### config.mk
export PLATFORM = sky130hd
export DESIGN_NAME = axi_bypass_adapter
export DESIGN_NICKNAME = d
export VERILOG_FILES = /design/src/rtl/axi_bypass_adapter.sv
export SDC_FILE = /design/constraint.sdc
export NUM_CORES = 1
export LEC_CHECK = 0
export CELL_PAD_IN_SITES_DETAIL_PLACEMENT = 1
export CELL_PAD_IN_SITES_GLOBAL_PLACEMENT = 1
export CORE_AREA = 3 3 197 199
export CTS_CLUSTER_SIZE = 20
export DETAILED_ROUTE_END_ITERATION = 6
export DIE_AREA = 0 0 200 202
export DONT_BUFFER_PORTS = 1
export HOLD_SLACK_MARGIN = 0.12
export PLACE_DENSITY_LB_ADDON = 0.15
export SLEW_MARGIN = 30
export SYNTH_ARGS = -nofsm -noshare
export SYNTH_HDL_FRONTEND = slang
export SYNTH_SLANG_ARGS = --single-unit
### constraint.sdc
create_clock -name clk_i -period 1.5 [get_ports clk_i]
set_input_delay 0.075 -clock clk_i [delete_from_list [all_inputs] [get_ports clk_i]]
set_output_delay 0.075 -clock clk_i [all_outputs]
set_load 0.03 [all_outputs]
### src/rtl/axi_bypass_adapter.sv
// Single-beat uncached bridge from a cache-FSM request port onto AXI AW/W/B and AR/R; one transaction in flight.
// Latency: accept -> AR/AW valid 1 cycle, last R / B handshake -> rsp_valid_o 1 cycle.
// Backpressure: req_ready_o only in IDLE; AXI channels held stable until ready. AXI_BYPASS_ADAPTER_ERR_EN enables rsp_err_o.
module axi_bypass_adapter #(
    parameter int unsigned AddrW = 64,
    parameter int unsigned DataW = 64,
    parameter logic [3:0]  AxiId = 4'd0
) (
    input  logic                 clk_i,
    input  logic                 rst_ni,
    input  logic                 req_valid_i,
    output logic                 req_ready_o,
    input  logic                 req_we_i,
    input  logic [AddrW-1:0]     req_addr_i,
    input  logic [1:0]           req_size_i,
    input  logic [DataW-1:0]     req_wdata_i,
    input  logic [DataW/8-1:0]   req_be_i,
    input  logic                 kill_i,
    output logic                 rsp_valid_o,
    output logic [DataW-1:0]     rsp_rdata_o,
    output logic                 rsp_err_o,
    output logic                 aw_valid_o,
    input  logic                 aw_ready_i,
    output logic [AddrW-1:0]     aw_addr_o,
    output logic [2:0]           aw_size_o,
    output logic [3:0]           aw_id_o,
    output logic                 w_valid_o,
    input  logic                 w_ready_i,
    output logic [DataW-1:0]     w_data_o,
    output logic [DataW/8-1:0]   w_strb_o,
    output logic                 w_last_o,
    input  logic                 b_valid_i,
    output logic                 b_ready_o,
    input  logic [1:0]           b_resp_i,
    output logic                 ar_valid_o,
    input  logic                 ar_ready_i,
    output logic [AddrW-1:0]     ar_addr_o,
    output logic [2:0]           ar_size_o,
    output logic [3:0]           ar_id_o,
    input  logic                 r_valid_i,
    output logic                 r_ready_o,
    input  logic [DataW-1:0]     r_data_i,
    input  logic [1:0]           r_resp_i,
    input  logic                 r_last_i
);

    localparam int unsigned StrbW = DataW / 8;

    typedef enum logic [2:0] {IDLE, RD_AR, RD_R, WR_REQ, WR_B} state_e;

    typedef struct packed {
        logic [AddrW-1:0] addr;
        logic [1:0]       size;
        logic [DataW-1:0] wdata;
        logic [StrbW-1:0] be;
    } req_t;

    state_e           state_q, state_d;
    req_t             req_q;
    logic             aw_done_q, w_done_q;
    logic             beat_seen_q;
    logic [DataW-1:0] rdata_q;
    logic             rsp_valid_q;
    logic [DataW-1:0] rsp_rdata_q;

    logic accept, aw_hs, w_hs, r_hs, b_hs, aw_fin, w_fin;

    assign accept = req_valid_i & req_ready_o;
    assign aw_hs  = aw_valid_o & aw_ready_i;
    assign w_hs   = w_valid_o & w_ready_i;
    assign r_hs   = r_valid_i & r_ready_o;
    assign b_hs   = b_valid_i & b_ready_o;
    assign aw_fin = aw_done_q | aw_hs;
    assign w_fin  = w_done_q | w_hs;

    always_ff @(posedge clk_i or negedge rst_ni) begin
        if (!rst_ni) state_q <= IDLE;
        else         state_q <= state_d;
    end

    always_comb begin
        state_d = state_q;
        unique case (state_q)
            IDLE:    if (accept) state_d = req_we_i ? WR_REQ : RD_AR;
            // A kill loses to a same-cycle AR handshake: the read is already out.
            RD_AR:   if (ar_ready_i) state_d = RD_R;
                     else if (kill_i) state_d = IDLE;
            RD_R:    if (r_hs && r_last_i) state_d = IDLE;
            WR_REQ:  if (aw_fin && w_fin) state_d = WR_B;
            WR_B:    if (b_hs) state_d = IDLE;
            default: state_d = IDLE;
        endcase
    end

    always_comb begin
        req_ready_o = 1'b0;
        ar_valid_o  = 1'b0;
        r_ready_o   = 1'b0;
        aw_valid_o  = 1'b0;
        w_valid_o   = 1'b0;
        b_ready_o   = 1'b0;
        unique case (state_q)
            IDLE:    req_ready_o = 1'b1;
            RD_AR:   ar_valid_o  = 1'b1;
            RD_R:    r_ready_o   = 1'b1;
            WR_REQ: begin
                aw_valid_o = ~aw_done_q;
                w_valid_o  = ~w_done_q;
            end
            WR_B:    b_ready_o   = 1'b1;
            default: req_ready_o = 1'b0;
        endcase
    end

    always_ff @(posedge clk_i or negedge rst_ni) begin
        if (!rst_ni) begin
            req_q       <= '0;
            aw_done_q   <= 1'b0;
            w_done_q    <= 1'b0;
            beat_seen_q <= 1'b0;
            rdata_q     <= '0;
            rsp_valid_q <= 1'b0;
            rsp_rdata_q <= '0;
        end else begin
            rsp_valid_q <= 1'b0;
            if (accept) begin
                req_q.addr  <= req_addr_i;
                req_q.size  <= req_size_i;
                req_q.wdata <= req_wdata_i;
                req_q.be    <= req_be_i;
                aw_done_q   <= 1'b0;
                w_done_q    <= 1'b0;
                beat_seen_q <= 1'b0;
            end
            if (aw_hs) aw_done_q <= 1'b1;
            if (w_hs)  w_done_q  <= 1'b1;
            if (r_hs && !beat_seen_q) begin
                rdata_q     <= r_data_i;
                beat_seen_q <= 1'b1;
            end
            // Single-beat bursts return the live beat; longer ones the captured first beat.
            if (r_hs && r_last_i) begin
                rsp_valid_q <= 1'b1;
                rsp_rdata_q <= beat_seen_q ? rdata_q : r_data_i;
            end
            if (b_hs) begin
                rsp_valid_q <= 1'b1;
                rsp_rdata_q <= '0;
            end
        end
    end

`ifdef AXI_BYPASS_ADAPTER_ERR_EN
    logic err_q, rsp_err_q;
    logic unused_resp_lsb;
    assign unused_resp_lsb = r_resp_i[0] ^ b_resp_i[0];

    always_ff @(posedge clk_i or negedge rst_ni) begin
        if (!rst_ni) begin
            err_q     <= 1'b0;
            rsp_err_q <= 1'b0;
        end else begin
            if (accept)          err_q <= 1'b0;
            else if (r_hs)       err_q <= err_q | r_resp_i[1];
            if (r_hs && r_last_i) rsp_err_q <= err_q | r_resp_i[1];
            else if (b_hs)        rsp_err_q <= b_resp_i[1];
        end
    end
    assign rsp_err_o = rsp_err_q;
`else
    logic unused_resp;
    assign unused_resp = ^{r_resp_i, b_resp_i};
    assign rsp_err_o   = 1'b0;
`endif

    assign rsp_valid_o = rsp_valid_q;
    assign rsp_rdata_o = rsp_rdata_q;
    assign aw_addr_o   = req_q.addr;
    assign aw_size_o   = {1'b0, req_q.size};
    assign aw_id_o     = AxiId;
    assign w_data_o    = req_q.wdata;
    assign w_strb_o    = req_q.be;
    assign w_last_o    = 1'b1;
    assign ar_addr_o   = req_q.addr;
    assign ar_size_o   = {1'b0, req_q.size};
    assign ar_id_o     = AxiId;

endmodule
Word level (Yosys, flattened, before mapping)

Cells that the tools add are included.

Input bits: 217
Output and inout port bits: 287
Register bits after elaboration: 273
Logic and storage cells: 62

Reduce and logical (&&, ||, !) cells: 10
Muxes and demuxes: 23
Equality and inequality tests: 9
Bitwise gates (word level): 9

Operator list:

| operator                                                        | count |
|---|---|
| 64-bit two-way mux                                              | 3 |
| 3-bit two-way mux                                               | 6 |
| 3-bit one-hot mux with 5 select lines                           | 1 |
| 1-bit two-way mux                                               | 12 |
| 2-bit != test, second input constant                            | 4 |
| 2-bit nonzero test                                              | 4 |
| 3-bit by 2-bit == test with 1-bit output, second input constant | 2 |
| 1-bit bitwise AND                                               | 5 |
| 5-bit AND reduction                                             | 1 |
| 3-bit by 1-bit == test with 1-bit output, second input constant | 1 |
| 3-bit == test, second input constant                            | 1 |
| 1-bit logical AND                                               | 3 |
| 3-bit zero test                                                 | 1 |
| 3-bit != test, second input constant                            | 1 |
| 2-bit two-way mux                                               | 1 |
| 1-bit inverter                                                  | 2 |
| 1-bit OR                                                        | 2 |
| 1-bit zero test                                                 | 1 |

Longest topological paths before layout

Depth in word-level cells: 7
Mapped depth: 7
Depth with buffers taken out: 3

Worst setup path before layout

Ideal clock, no wire load.

Kind: register to register
From: register state_q[2]
To: register req_q (netlist bit ar_addr_o[0])
Stages on the path, launching flop included: 7
Required time: 1.375 ns
Path slack: -0.527 ns
Data arrival time: 1.901 ns
Buffers on the path: 3
Clock period less this slack: 2.027 ns
Library setup time: 0.125 ns
Cells stage by stage: dfrtp_1 nor3_2 and2_4 buf_6 buf_8 buf_8 mux2_4

Longest elaborated chain between the ends: 3

RTL lines:

| what                   | RTL line | RTL |
|---|---|---|
| from (decl)            | 58       | `state_e state_q, state_d;` |
| from (signal assigned) | 78       | `else state_q <= state_d;` |
| 3-bit zero test        | 102      | `unique case (state_q)` |
| 1-bit two-way mux      | 102      |  |
| net req_ready_o        | 12       | `output logic req_ready_o,` |
| 1-bit bitwise AND      | 68       | `assign accept = req_valid_i & req_ready_o;` |
| to (decl)              | 59       | `req_t req_q;` |

The timed path passes the listed nets, and every way through them passes these cells.
A chain may end at the register's enable or synchronous reset.

Worst setup path in the final report

From: register state_q[2]
To: output w_valid_o

Longest elaborated chain between the ends: 2

RTL lines:

| what                                     | RTL line | RTL |
|---|---|---|
| 3-bit by 2-bit == test with 1-bit output | 102      |  |
| 1-bit two-way mux                        | 102      |  |
| to (decl)                                | 27       | `output logic w_valid_o,` |

Every way passes these cells.

==> results_dict.tcl <==
set metrics [dict create \
    tns_ps -51050 \
    synth_cell_types 32 \
    critPathMaxFanout 4 \
    synth_mux_area_share_pct 27.5 \
    clockRootBuffer "clkbuf_16" \
    nets 1272 \
    hp-class "in2async" \
    std_cell_rows 71 \
    period_share_pct 119 \
    drt-pass1-iter-count 5 \
    dieArea_mm2 0.0404 \
    vias 7588 \
    tightest_slew_ps 1210 \
    crit_required_ps 1420 \
    yosysSeqAreaShare_pct 58.2 \
    coreArea_mm2 0.0374 \
    max_clock_freq_mhz 560 \
    dpl.hpwl_mm 24.1 \
    synth_xor_area_share_pct 0 \
    skew_ps 12.1 \
    clkTransAtPathRegs_ps 60 \
    cts_tree "done" \
    finalHoldViolCount 273 \
    synth_top_family_by_area "multiplexers" \
    ys_ff_latch 273 \
    grt_max_degree 274 \
    dr.first_iter.drc_count 201 \
    rsz0062_at_grt "true" \
    final_cell_count_no_fill 1593 \
    wire_per_inst_um 25.4 \
    ir_worst_vdd_mv 1.65 \
    clock_latency_ps 520 \
    ios 504 \
    htree_num_levels 2 \
    track_usage_pct 18.6 \
    ant_nets 0 \
    die_y_um 202 \
    synth_compound_area_share_pct 5.13 \
    synthCells 760 \
    synth-simple-area-share_pct 1.18 \
    grt_overflow_total 0 \
    startpoint_type "flop" \
    syn_area_mm2 0.0117 \
    place_ws_ps -193 \
    clockBufferDepth 3 \
    final_util_pct 48.0 \
    endpoint_kind "output pin" \
    setup_violations 272 \
    setup_slack_ps -287 \
    violations "negative hold slack, negative setup slack" \
    drive_above_1_share_pct 45.5 \
    power_density_mw_per_mm2 2550 \
    maxCapViolations 0 \
    grt_pass1_wl_mm 56.7 \
    whs_ps -738 \
    grt_pass1_vias 8853 \
    syn_to_final_growth_pct 52.8 \
    layout_min_cycle_time_ps 1790 \
    slew_viol_final 0 \
    start_util_pct 31.4 \
    viasPerCell 4.76 \
    routed_wl_mm 40.5 \
    dp.cells 1262 \
    leakagePower_nw 7.88 \
    hold_buffers 212 \
    drc_errors 0 \
    slew-limit-headroom_pct 19.1 \
    status "finished, violations left" \
    die_w_um 200 \
    yosysWarnings 0 \
    port_buffers 0 \
    numCtsBuffers 34 \
    gp_congestion 0.812 \
    crit_type "reg2out" \
    arrival_ps 1710 \
    syn_area_per_cell_um2 15.4 \
    antenna_found_initial 3 \
    cts.sinks 273 \
    synth_fa_ha_area_share_pct 0 \
]
[metal layers]
| layer | part of all wire [%] | routed length, µm | vias to the layer above | global-route usage [%] |
|---|---|---|---|---|
| li1 | - | - | 3227 | - |
| met1 | 38 | 15200 | 3985 | 20.7 |
| met2 | 53 | 21400 | 313 | 33.1 |
| met3 | 6.8 | 2760 | 63 | 5.48 |
| met4 | 2.9 | 1160 | 0 | 6.95 |
| met5 | 0 | 0 | - | 0 |
[where the power goes]
| group | switching, mW | internal (mW) | total (mW) |
|---|---|---|---|
| combinational | 9.59 | 10.1 | 19.7 |
| sequential | 6.80 | 11.0 | 17.8 |
| clock | 3.20 | 5.01 | 8.21 |
[stage by stage]
stage	area (µm²)	hold WS [ps]	power, mW
2_1_floorplan	12400	-221	30.1
3_3_place_gp	12900	-208	32.7
3_5_place_dp	12900	-209	33.3
4_1_cts	17200	-784	44.3
5_1_grt	17900	-776	47.6
6_report	17900	-738	45.7
[synthesized netlist by cell type, drive strengths merged]
library cell | number | area share [%]
mux2 | 202 | 22
inv | 3 | 0.096
a21o | 1 | 0.064
a32oi | 1 | 0.075
nor2 | 5 | 0.16
and3b | 1 | 0.075
mux4 | 1 | 0.19
nand4b | 1 | 0.075
a21oi | 1 | 0.043
o21ai | 1 | 0.043
nor2b | 1 | 0.053
dfrtp | 273 | 58
mux2i | 65 | 5.5
nand3 | 2 | 0.085
clkbuf | 7 | 0.22
nor3 | 1 | 0.085
buf | 116 | 7.6
o2bb2ai | 65 | 4.8
nand3b | 2 | 0.13
nand2b | 1 | 0.053
and2 | 3 | 0.18
conb | 2 | 0.064
nor3b | 2 | 0.22
o22ai | 1 | 0.053
nand2 | 2 | 0.064
[sequential cells by signal, summed over array words and instances, names as in the netlist]
name and cells:
ar_addr_o 64, rdata_q 64, rsp_rdata_o 64, w_data_o 64
w_strb_o 8, state_q 3, ar_size_o 2, aw_done_q 1
beat_seen_q 1, rsp_valid_o 1, w_done_q 1
[cell families (layout without fill, tap and decap cells)]
| group | after synthesis | count (layout) |
|---|---|---|
| simple gates | 21 | 21 |
| buf+inv | 126 | 435 |
| compound gates | 70 | 70 |
| flops | 273 | 273 |
| other cells | 2 | 15 |
| mux | 268 | 268 |
[area by class of cell]
cell class | count | area (µm²)
Antenna cell | 3 | 7.51
Clock buffer | 52 | 1050
Clock inverter | 8 | 72.6
Fill cell | 3516 | 19500
Inverter | 3 | 11.3
Multi-Input combinational cell | 371 | 5100
Sequential cell | 273 | 6840
Tap cell | 511 | 639
Timing Repair Buffer | 372 | 4220
[worst max-delay path, cell delays in order (launching register included)]
cell	delay (ps)
dfrtp_1	390
buf_6	130
buf_6	110
nand3b_1	210
nor2_1	150
buf_4	190
[layout by cell type, fill, tap and decap left out, types with 2 or more instances in the layout]
cell / n
nor3b_4: 2
conb_1: 12
buf_8: 4
dlygate4sd3_1: 212
diode_2: 3
o2bb2ai_4: 35
and2_4: 2
clkbuf_1: 8
o2bb2ai_2: 29
dfrtp_1: 271
nand3_4: 2
nor2_1: 4
clkbuf_8: 7
mux2_4: 125
nand3b_1: 2
buf_12: 28
mux2_2: 77
clkbuf_16: 43
clkinv_2: 5
inv_1: 3
mux2i_1: 65
buf_6: 24
buf_4: 82
nand2_1: 2
buf_16: 16
[what timing repair did]
action,in CTS,in global routing
pin swaps,10,7
gates resized for setup,88,78
hold endpoints to repair,545,273
buffers inserted,29,12
endpoints found under the setup margin,265,277
cloned,15,9
[final timing paths]
kind                             start              end  slack (ps)  cells after the start
max                         state_q[2]        w_valid_o        -290                      5
min                             rst_ni  rsp_rdata_o[31]        -740                      0
max in group asynchronous       rst_ni      beat_seen_q        1120                      0
min in group clk_i            r_last_i      rsp_valid_o         180                      4
min reg2reg                rdata_q[43]      rdata_q[43]         510                      1
max reg2reg                 state_q[0]      rdata_q[54]        -270                      6
Power figures use the tool's default switching activity.
